$ cat config.mk
export PLATFORM = sky130hd
export DESIGN_NAME = pc_fetch_unit
export DESIGN_NICKNAME = d
export VERILOG_FILES = /design/src/rtl/fetch_pkg.sv /design/src/rtl/fetch_prefetch_buf.sv /design/src/rtl/pc_fetch_unit.sv
export SDC_FILE = /design/constraint.sdc
export NUM_CORES = 1
export LEC_CHECK = 0
export CORE_MARGIN = 1
export CORE_UTILIZATION = 40
export DETAILED_ROUTE_END_ITERATION = 8
export GPL_ROUTABILITY_DRIVEN = 0
export PLACE_DENSITY = 0.81
export REMOVE_ABC_BUFFERS = 1
export SYNTH_ARGS = -nofsm -noshare
export SYNTH_HDL_FRONTEND = slang
export SYNTH_HIERARCHICAL = 1
export SYNTH_SLANG_ARGS = --single-unit
$ cat constraint.sdc
create_clock -name clk -period 1.6 [get_ports clk]
set_input_delay 0.32 -clock clk [delete_from_list [all_inputs] [get_ports clk]]
set_output_delay 0.32 -clock clk [all_outputs]
set_load 0.01 [all_outputs]
$ cat src/rtl/fetch_pkg.sv
// rtl/fetch_pkg.sv - shared state type and parameter defaults for the instruction-fetch stage
package fetch_pkg;

  localparam int PC_W_DEF     = 12;
  localparam int INSTR_W_DEF  = 32;
  localparam int RESET_PC_DEF = 0;

  typedef enum logic [1:0] {
    BOOT  = 2'd0,
    FETCH = 2'd1,
    HOLD  = 2'd2,
    DRAIN = 2'd3
  } fetch_state_e;

endpackage

$ cat src/rtl/fetch_prefetch_buf.sv
// rtl/fetch_prefetch_buf.sv - one-entry prefetch buffer with request-pending and data-valid flags
module fetch_prefetch_buf
  import fetch_pkg::*;
#(
  parameter int PC_W    = PC_W_DEF,
  parameter int INSTR_W = INSTR_W_DEF
) (
  input  logic               clk,
  input  logic               rst_n,
  input  logic               req,
  input  logic               ack,
  input  logic [PC_W-1:0]    addr,
  input  logic               cap,
  input  logic               clr,
  input  logic [INSTR_W-1:0] rdata,
  output logic               full,
  output logic [INSTR_W-1:0] data,
  output logic [PC_W-1:0]    req_addr
);

  logic               pend_q, pend_d;
  logic               full_q, full_d;
  logic [INSTR_W-1:0] data_q, data_d;
  logic [PC_W-1:0]    addr_q, addr_d;

  always_comb begin
    pend_d = req && !ack;
    // Latch the address only on the cycle a request first rises; it must not move until ack.
    addr_d = (req && !pend_q) ? addr : addr_q;
    full_d = full_q;
    data_d = data_q;
    if (clr) begin
      full_d = 1'b0;
    end else if (cap) begin
      full_d = 1'b1;
      data_d = rdata;
    end
  end

  always_ff @(posedge clk or negedge rst_n) begin
    if (!rst_n) begin
      pend_q <= 1'b0;
      full_q <= 1'b0;
      data_q <= '0;
      addr_q <= '0;
    end else begin
      pend_q <= pend_d;
      full_q <= full_d;
      data_q <= data_d;
      addr_q <= addr_d;
    end
  end

  assign full     = full_q;
  assign data     = data_q;
  assign req_addr = addr_q;

endmodule

$ cat src/rtl/pc_fetch_unit.sv
// rtl/pc_fetch_unit.sv - PC register and instruction fetch over req/ack memory and valid/ready decode
// Define FETCH_PREFETCH_EN to add the pc+1 prefetch buffer and DRAIN state.
module pc_fetch_unit
  import fetch_pkg::*;
#(
  parameter int              PC_W     = PC_W_DEF,
  parameter int              INSTR_W  = INSTR_W_DEF,
  parameter logic [PC_W-1:0] RESET_PC = PC_W'(RESET_PC_DEF)
) (
  input  logic               clk,
  input  logic               rst_n,
  output logic [PC_W-1:0]    pc,
  input  logic [PC_W-1:0]    next_pc,
  output logic               imem_req,
  output logic [PC_W-1:0]    imem_addr,
  input  logic               imem_ack,
  input  logic [INSTR_W-1:0] imem_rdata,
  output logic               if_valid,
  output logic [INSTR_W-1:0] if_instr,
  output logic [PC_W-1:0]    if_pc,
  input  logic               id_ready
);

  fetch_state_e       state_q, state_d;
  logic [PC_W-1:0]    pc_q, pc_d;
  logic [PC_W-1:0]    if_pc_q, if_pc_d;
  logic [INSTR_W-1:0] if_instr_q, if_instr_d;
  logic               if_valid_q, if_valid_d;
  logic               accept;

  assign accept = if_valid_q && id_ready;

`ifdef FETCH_PREFETCH_EN
  logic [PC_W-1:0]    seq_pc;
  logic [PC_W-1:0]    drain_addr;
  logic [INSTR_W-1:0] buf_data;
  logic               buf_full;
  logic               buf_cap;

  assign seq_pc  = pc_q + PC_W'(1);
  assign buf_cap = (state_q == HOLD) && imem_req && imem_ack && !accept;

  fetch_prefetch_buf #(
    .PC_W    (PC_W),
    .INSTR_W (INSTR_W)
  ) u_prefetch_buf (
    .clk      (clk),
    .rst_n    (rst_n),
    .req      (imem_req),
    .ack      (imem_ack),
    .addr     (imem_addr),
    .cap      (buf_cap),
    .clr      (accept),
    .rdata    (imem_rdata),
    .full     (buf_full),
    .data     (buf_data),
    .req_addr (drain_addr)
  );
`endif

  always_comb begin
    state_d    = state_q;
    pc_d       = pc_q;
    if_valid_d = if_valid_q;
    if_instr_d = if_instr_q;
    if_pc_d    = if_pc_q;
    imem_req   = 1'b0;
    imem_addr  = pc_q;
    case (state_q)
      BOOT: state_d = FETCH;
      FETCH: begin
        imem_req = 1'b1;
        if (imem_ack) begin
          if_instr_d = imem_rdata;
          if_pc_d    = pc_q;
          if_valid_d = 1'b1;
          state_d    = HOLD;
        end
      end
      HOLD: begin
`ifdef FETCH_PREFETCH_EN
        imem_req  = !buf_full;
        imem_addr = seq_pc;
`endif
        if (accept) begin
          pc_d       = next_pc;
          if_valid_d = 1'b0;
          state_d    = FETCH;
`ifdef FETCH_PREFETCH_EN
          // A pending pc+1 read carries straight into FETCH with its address unchanged.
          if (next_pc == seq_pc) begin
            if (buf_full) begin
              if_instr_d = buf_data;
              if_pc_d    = seq_pc;
              if_valid_d = 1'b1;
              state_d    = HOLD;
            end else if (imem_ack) begin
              if_instr_d = imem_rdata;
              if_pc_d    = seq_pc;
              if_valid_d = 1'b1;
              state_d    = HOLD;
            end
          end else if (!buf_full && !imem_ack) begin
            state_d = DRAIN;
          end
`endif
        end
      end
`ifdef FETCH_PREFETCH_EN
      DRAIN: begin
        imem_req  = 1'b1;
        imem_addr = drain_addr;
        if (imem_ack) state_d = FETCH;
      end
`endif
      default: state_d = BOOT;
    endcase
  end

  always_ff @(posedge clk or negedge rst_n) begin
    if (!rst_n) begin
      state_q    <= BOOT;
      pc_q       <= RESET_PC;
      if_valid_q <= 1'b0;
      if_instr_q <= '0;
      if_pc_q    <= '0;
    end else begin
      state_q    <= state_d;
      pc_q       <= pc_d;
      if_valid_q <= if_valid_d;
      if_instr_q <= if_instr_d;
      if_pc_q    <= if_pc_d;
    end
  end

  assign pc       = pc_q;
  assign if_valid = if_valid_q;
  assign if_instr = if_instr_q;
  assign if_pc    = if_pc_q;

endmodule

==> flow_summary.yaml, run 1 <==
power_and_ir_drop:
  leakagePower_nw: 1.79
  switching_share_pct: 29.5
  p_int_mw: 5.52
  clkPwrFrac_pct: 20.8
  combPwrFrac_pct: 44.8
  p_seq_share_pct: 34.3
  ir_drop_mv: 1.02
  power_per_cell_area_nw_per_um2: 2060
  switchingPower_mw: 2.31
cells_and_area:
  layout.nets: 313
  multi_input_area_sq_um: 706
  drive_above_1_share_pct: 31.1
  regArea_sq_um: 1480
  post-route-cell-area_sq_um: 3810
  nFillCells: 409
  syn2layout_area_growth_pct: 63.8
  n_antenna_cell: 0
critical_path:
  r2r_slack_ns: 0.28
  crit_cells: 1
  cpMaxStageDelayCell: "clkdlybuf4s50_1"
  worstPathCellList: "clkdlybuf4s50_1"
  slowest_delay_ns: 0.55
  reg2regPathDepth: 4
  critical_path_buf_inv_count: 1
  rr_startpoint: "state_q[1]"
  path_class: "flip-flop to primary output"
  crit_path_max_fanout: 2
  critPathTopFamily: "buffers and inverters"
  worstSetupEndpoint: "if_pc[10]"
  critPathCaptureType: "primary output"
  required_ns: 1.28
  crit_arrival_ns: 1.23
  crit_start: "if_pc[10]"
  critical_path.startpoint_type: "flip-flop"
  r2r-end: "if_instr[25]"
sta:
  setup_ws_ns: 0.0548
  timing.hold.ws_ns: 0.441
  min_period_ns: 1.55
  fmax_ghz: 0.647
  relSlewSlack_pct: 75.0
  slew_viol_final: 0
  rsz0062_at_grt: "no"
  fin_crit_sh_pct: 96.6
  worst_slew_pin_slew_ns: 0.375
  finalSetupViolCount: 0
  final-hold-violation-count: 0
  skew_ns: 0.00613
yosys:
  ys_types: 14
  ys_warn_count: 6
  async_flop_share_pct: 100
  synth-edff-count: 0
  synth_top_area_share_pct: 63.5
  synth_area_leaders: "dfrtp_1 (64%), mux2_2 (27%), buf_4 (4.2%)"
  postSynthCellCount: 144
  yosysTopAreaCell: "dfrtp_1"
  synth.most_common_cell: "dfrtp_1"
  synthTopCellsByCount: "dfrtp_1 (59), mux2_2 (56), buf_4 (13)"
  ys_seq_elements: 59
  syn-cell-area_sq_um: 2320
  ys_seq_area_share_pct: 63.5
  avgSynthCellArea_sq_um: 16.1
  synthFlopType: "dfrtp_1"
global_route:
  grt_usage_pct: 19.1
  antenna_found_initial: 0
  grt_pass1_wl_um: 8650
  grt_max_degree: 46
  grt-ovfl-total: 0
  grt_pass1_vias: 1637
clock_tree:
  cts-root-buf: "clkbuf_8"
  cts_tree: "yes"
  clock_path_buffers: 2
  clk_pin_slew_worst_paths_ns: 0.07
  clk_latency_ns: 0.33
  cts.sinks: 59
  htreeDepth: 3
  numCtsBuffers: 9
floorplan:
  io-pin-count: 118
  fp.dieArea_sq_um: 6120
  rows: 27
  die_h_um: 78.2
  chipWidth_um: 78.2
  initial_core_util_pct: 42.0
  coreArea_sq_um: 5540
flow_run:
  max_cap_violations: 0
placement:
  placed_cell_area_sq_um: 3540
  dp_hpwl_um: 3910
  port_buffers: 117
  dp_worst_setup_slack_ns: -0.0796
routing:
  drt-initial-drc-count: 43
  viasPerCell: 4.76
  route.detailed.drc: 0
  detail_route.wl_per_cell_um: 16.2
  wl_um: 5550
  drtPass1Iterations: 4
  vias: 1627
  postRouteAntennaNets: 0
run_status:
  status: "finished, final reports clean"
hold_path:
  hp-class: "input port to asynchronous set/reset pin"
## power by group through the flow
stage | clock network [mW] | registers [mW] | logic (mW)
2_1_floorplan | 0 | 3.12 | 0.995
3_3_place_gp | 0 | 2.69 | 3.63
3_5_place_dp | 0 | 2.73 | 3.72
4_1_cts | 1.67 | 2.69 | 3.59
5_1_grt | 1.74 | 2.79 | 3.73
6_report | 1.63 | 2.69 | 3.51
## through the flow
step	TNS [ns]	util (%)	total power, mW	cells
floorplan	0	-	4.11	127
global placement	-2.33	63.9	6.32	323
detailed placement	-2.80	63.9	6.45	323
CTS	0	68.2	7.95	342
global route	0	68.7	8.26	342
finish	0	68.7	7.83	342
## layer usage
metal	vias up	GRT usage, %	wire length [um]
met4	0	7.22	87
met2	71	31.1	2760
met3	8	6.74	429
met5	-	0	0
met1	815	23.5	2280
li1	733	-	-
## registers in the layout, summed over array words and instances, names as in the netlist
name       flops
state_q        2
if_valid       1
imem_addr     12
if_pc         12
if_instr      32
## worst min-delay path by stage
stage | from | endpoint | cells after the start
after floorplan | rst_n | if_instr[0] | 0
after global placement | rst_n | if_instr[12] | 1
after detailed placement | rst_n | if_instr[21] | 1
after CTS | rst_n | imem_addr[6] | 2
after global routing | rst_n | if_pc[8] | 2
final | rst_n | imem_addr[7] | 2
## cells in the final DEF (no fill, tap or decap), drive strengths merged
cell type and count:
clkdlybuf4s50 83, dfrtp 59, mux2 56, dlygate4sd2 22, dlymetal6s2s 11, clkbuf 11
buf 10, bufinv 3, nand2 3, nor2 2, clkinv 2, nor2b 2
a21boi 1, o22ai 1, nand4b 1, a21oi 1, nand2b 1, dlygate4sd3 1
## timing repair
action / in CTS / in global routing
setup buffers: 2 / 0
endpoints found under the setup margin: 23 / 11
hold buffers: 1 / 0
resized for setup: 23 / 11
hold endpoints to repair: 14 / 0
## cell families (layout without fill, tap and decap cells)
group           count (synthesis)  count (layout)  synth area share, %
flops                          59              59                 63.5
mux                            56              56                 27.1
buf+inv                        17             143                 6.14
simple gates                    9               9                 2.42
compound gates                  3               3                0.807
## cell type report
type	instances	area share, %
sequential	59	38.8
clock inverter	5	2.63
clock buffer	11	3.71
multi-input combinational	68	18.5
timing repair buffer	127	34.0
tap	72	2.37
Power figures use the tool's default switching activity.
==> run 2: changes to the inputs <==
CORE_ASPECT_RATIO = 0.6   (was default)
==> flow_summary.yaml, run 2 (synthesis gave the netlist of run 1 again) <==
hold_path:
  hp-class: "flip-flop to flip-flop"
  holdPathEnd: "if_pc[10]"
  worstHoldPathCells: 1
  min_from: "if_pc[10]"
critical_path:
  critical_path.startpoint_type: "flip-flop"
  rr_startpoint: "state_q[0]"
  critPathCaptureType: "primary output"
  reg2regPathDepth: 4
  cpMaxStageDelayCell: "clkdlybuf4s50_1"
  path_class: "flip-flop to primary output"
  r2r_slack_ns: 0.27
  worstPathCellList: "clkdlybuf4s50_1"
  crit_arrival_ns: 1.23
  critical_path_buf_inv_count: 1
  critPathTopFamily: "buffers and inverters"
  r2r-end: "imem_addr[0]"
  crit_path_max_fanout: 2
  required_ns: 1.28
  slowest_delay_ns: 0.56
cells_and_area:
  largest_reg_flops: 32
  regArea_sq_um: 1480
  layout.nets: 311
  final_common_cell: "clkdlybuf4s50_1"
  n_antenna_cell: 0
  fin_util_pct: 67.8
  multi_input_area_sq_um: 706
  layout_common_cells: "clkdlybuf4s50_1 (82), dfrtp_1 (59), mux2_2 (56), dlygate4sd2_1 (21), dlymetal6s2s_1 (13)"
  drive_above_1_share_pct: 30.2
  nFillCells: 435
  syn2layout_area_growth_pct: 63.3
routing:
  detail_route.wl_per_cell_um: 14.4
  route.detailed.drc: 0
  vias: 1556
  viasPerCell: 4.47
  wl_um: 5000
  postRouteAntennaNets: 0
  drtPass1Iterations: 4
  drt-initial-drc-count: 25
power_and_ir_drop:
  power_per_cell_area_nw_per_um2: 2040
  p_total_mw: 7.73
  ir_drop_mv: 0.864
  leakagePower_nw: 1.80
global_route:
  grt_pass1_wl_um: 7600
  antenna_found_initial: 0
  grt-ovfl-total: 0
  grt_usage_pct: 17.1
  met1_usage_pct: 22.6
  grt_max_degree: 60
  grt_pass1_vias: 1533
  use_met2_pct: 25.1
  grtUsageMet3_pct: 7.72
  busiest_layer: "met2"
flow_run:
  max_cap_violations: 0
sta:
  rsz0062_at_grt: "no"
  setup_ws_ns: 0.0482
  finalSetupViolCount: 0
  slew_viol_final: 0
  fin_crit_sh_pct: 97.0
  min_period_ns: 1.55
  timing.hold.ws_ns: 0.505
  relSlewSlack_pct: 78.9
  final-hold-violation-count: 0
  worst_slew_pin_slew_ns: 0.316
  skew_ns: 0.00500
  fmax_ghz: 0.644
floorplan:
  initial_core_util_pct: 41.5
  coreArea_sq_um: 5600
  fp.dieArea_sq_um: 6130
  io-pin-count: 118
  rows: 21
  die_h_um: 61.1
  chipWidth_um: 100
clock_tree:
  cts_tree: "yes"
  cts.sinks: 59
  cts-root-buf: "clkbuf_8"
  clk_pin_slew_worst_paths_ns: 0.07
  numCtsBuffers: 9
  clock_path_buffers: 2
  htreeDepth: 3
  clk_latency_ns: 0.33
placement:
  port_buffers: 117
  dp_hpwl_um: 3500
  dp_worst_setup_slack_ns: -0.104
run_status:
  status: "finished, final reports clean"
## run 2: how the worst max path moves through the flow
stage	startpoint	end	slack (ns)	cells after the start
floorplan	state_q[0]	imem_addr[0]	0.18	2
global route	if_instr[12]	if_instr[12]	0.0004	1
global placement	imem_ack	if_instr[6]	-0.07	5
detailed placement	imem_ack	if_instr[31]	-0.10	5
finish	if_instr[12]	if_instr[12]	0.05	1
CTS	imem_addr[6]	imem_addr[6]	0.003	1
## run 2: per-stage QoR
step / cell area [sq um] / cells / TNS (ns)
2_1_floorplan: 2180 / 127 / 0
3_3_place_gp: 3530 / 330 / -2.59
3_5_place_dp: 3530 / 330 / -3.83
4_1_cts: 3760 / 348 / 0
5_1_grt: 3800 / 348 / 0
6_report: 3800 / 348 / 0
## run 2: timing repair
action | 4_1_cts | 5_1_grt
setup buffers | 1 | 0
endpoints found under the setup margin | 24 | 13
resized for setup | 21 | 13
hold buffers | 1 | 0
hold endpoints to repair | 59 | 0
## run 2: where the power goes
group	total [mW]	internal (mW)	switching [mW]
clock	1.64	1.07	0.566
combinational	3.40	2.15	1.24
sequential	2.70	2.25	0.454
total	7.73	5.47	2.26
## run 2: per-layer routing
metal	up-vias	routed length, um
met5	-	0
met4	0	38
met3	6	462
met2	82	2100
met1	743	2400
li1	725	-
## run 2: area by class of cell
type	instances	share of cell area, %
multi-input combinational	68	18.6
timing repair buffer	125	33.5
tap	80	2.64
sequential	59	38.9
clock inverter	5	2.64
clock buffer	11	3.72
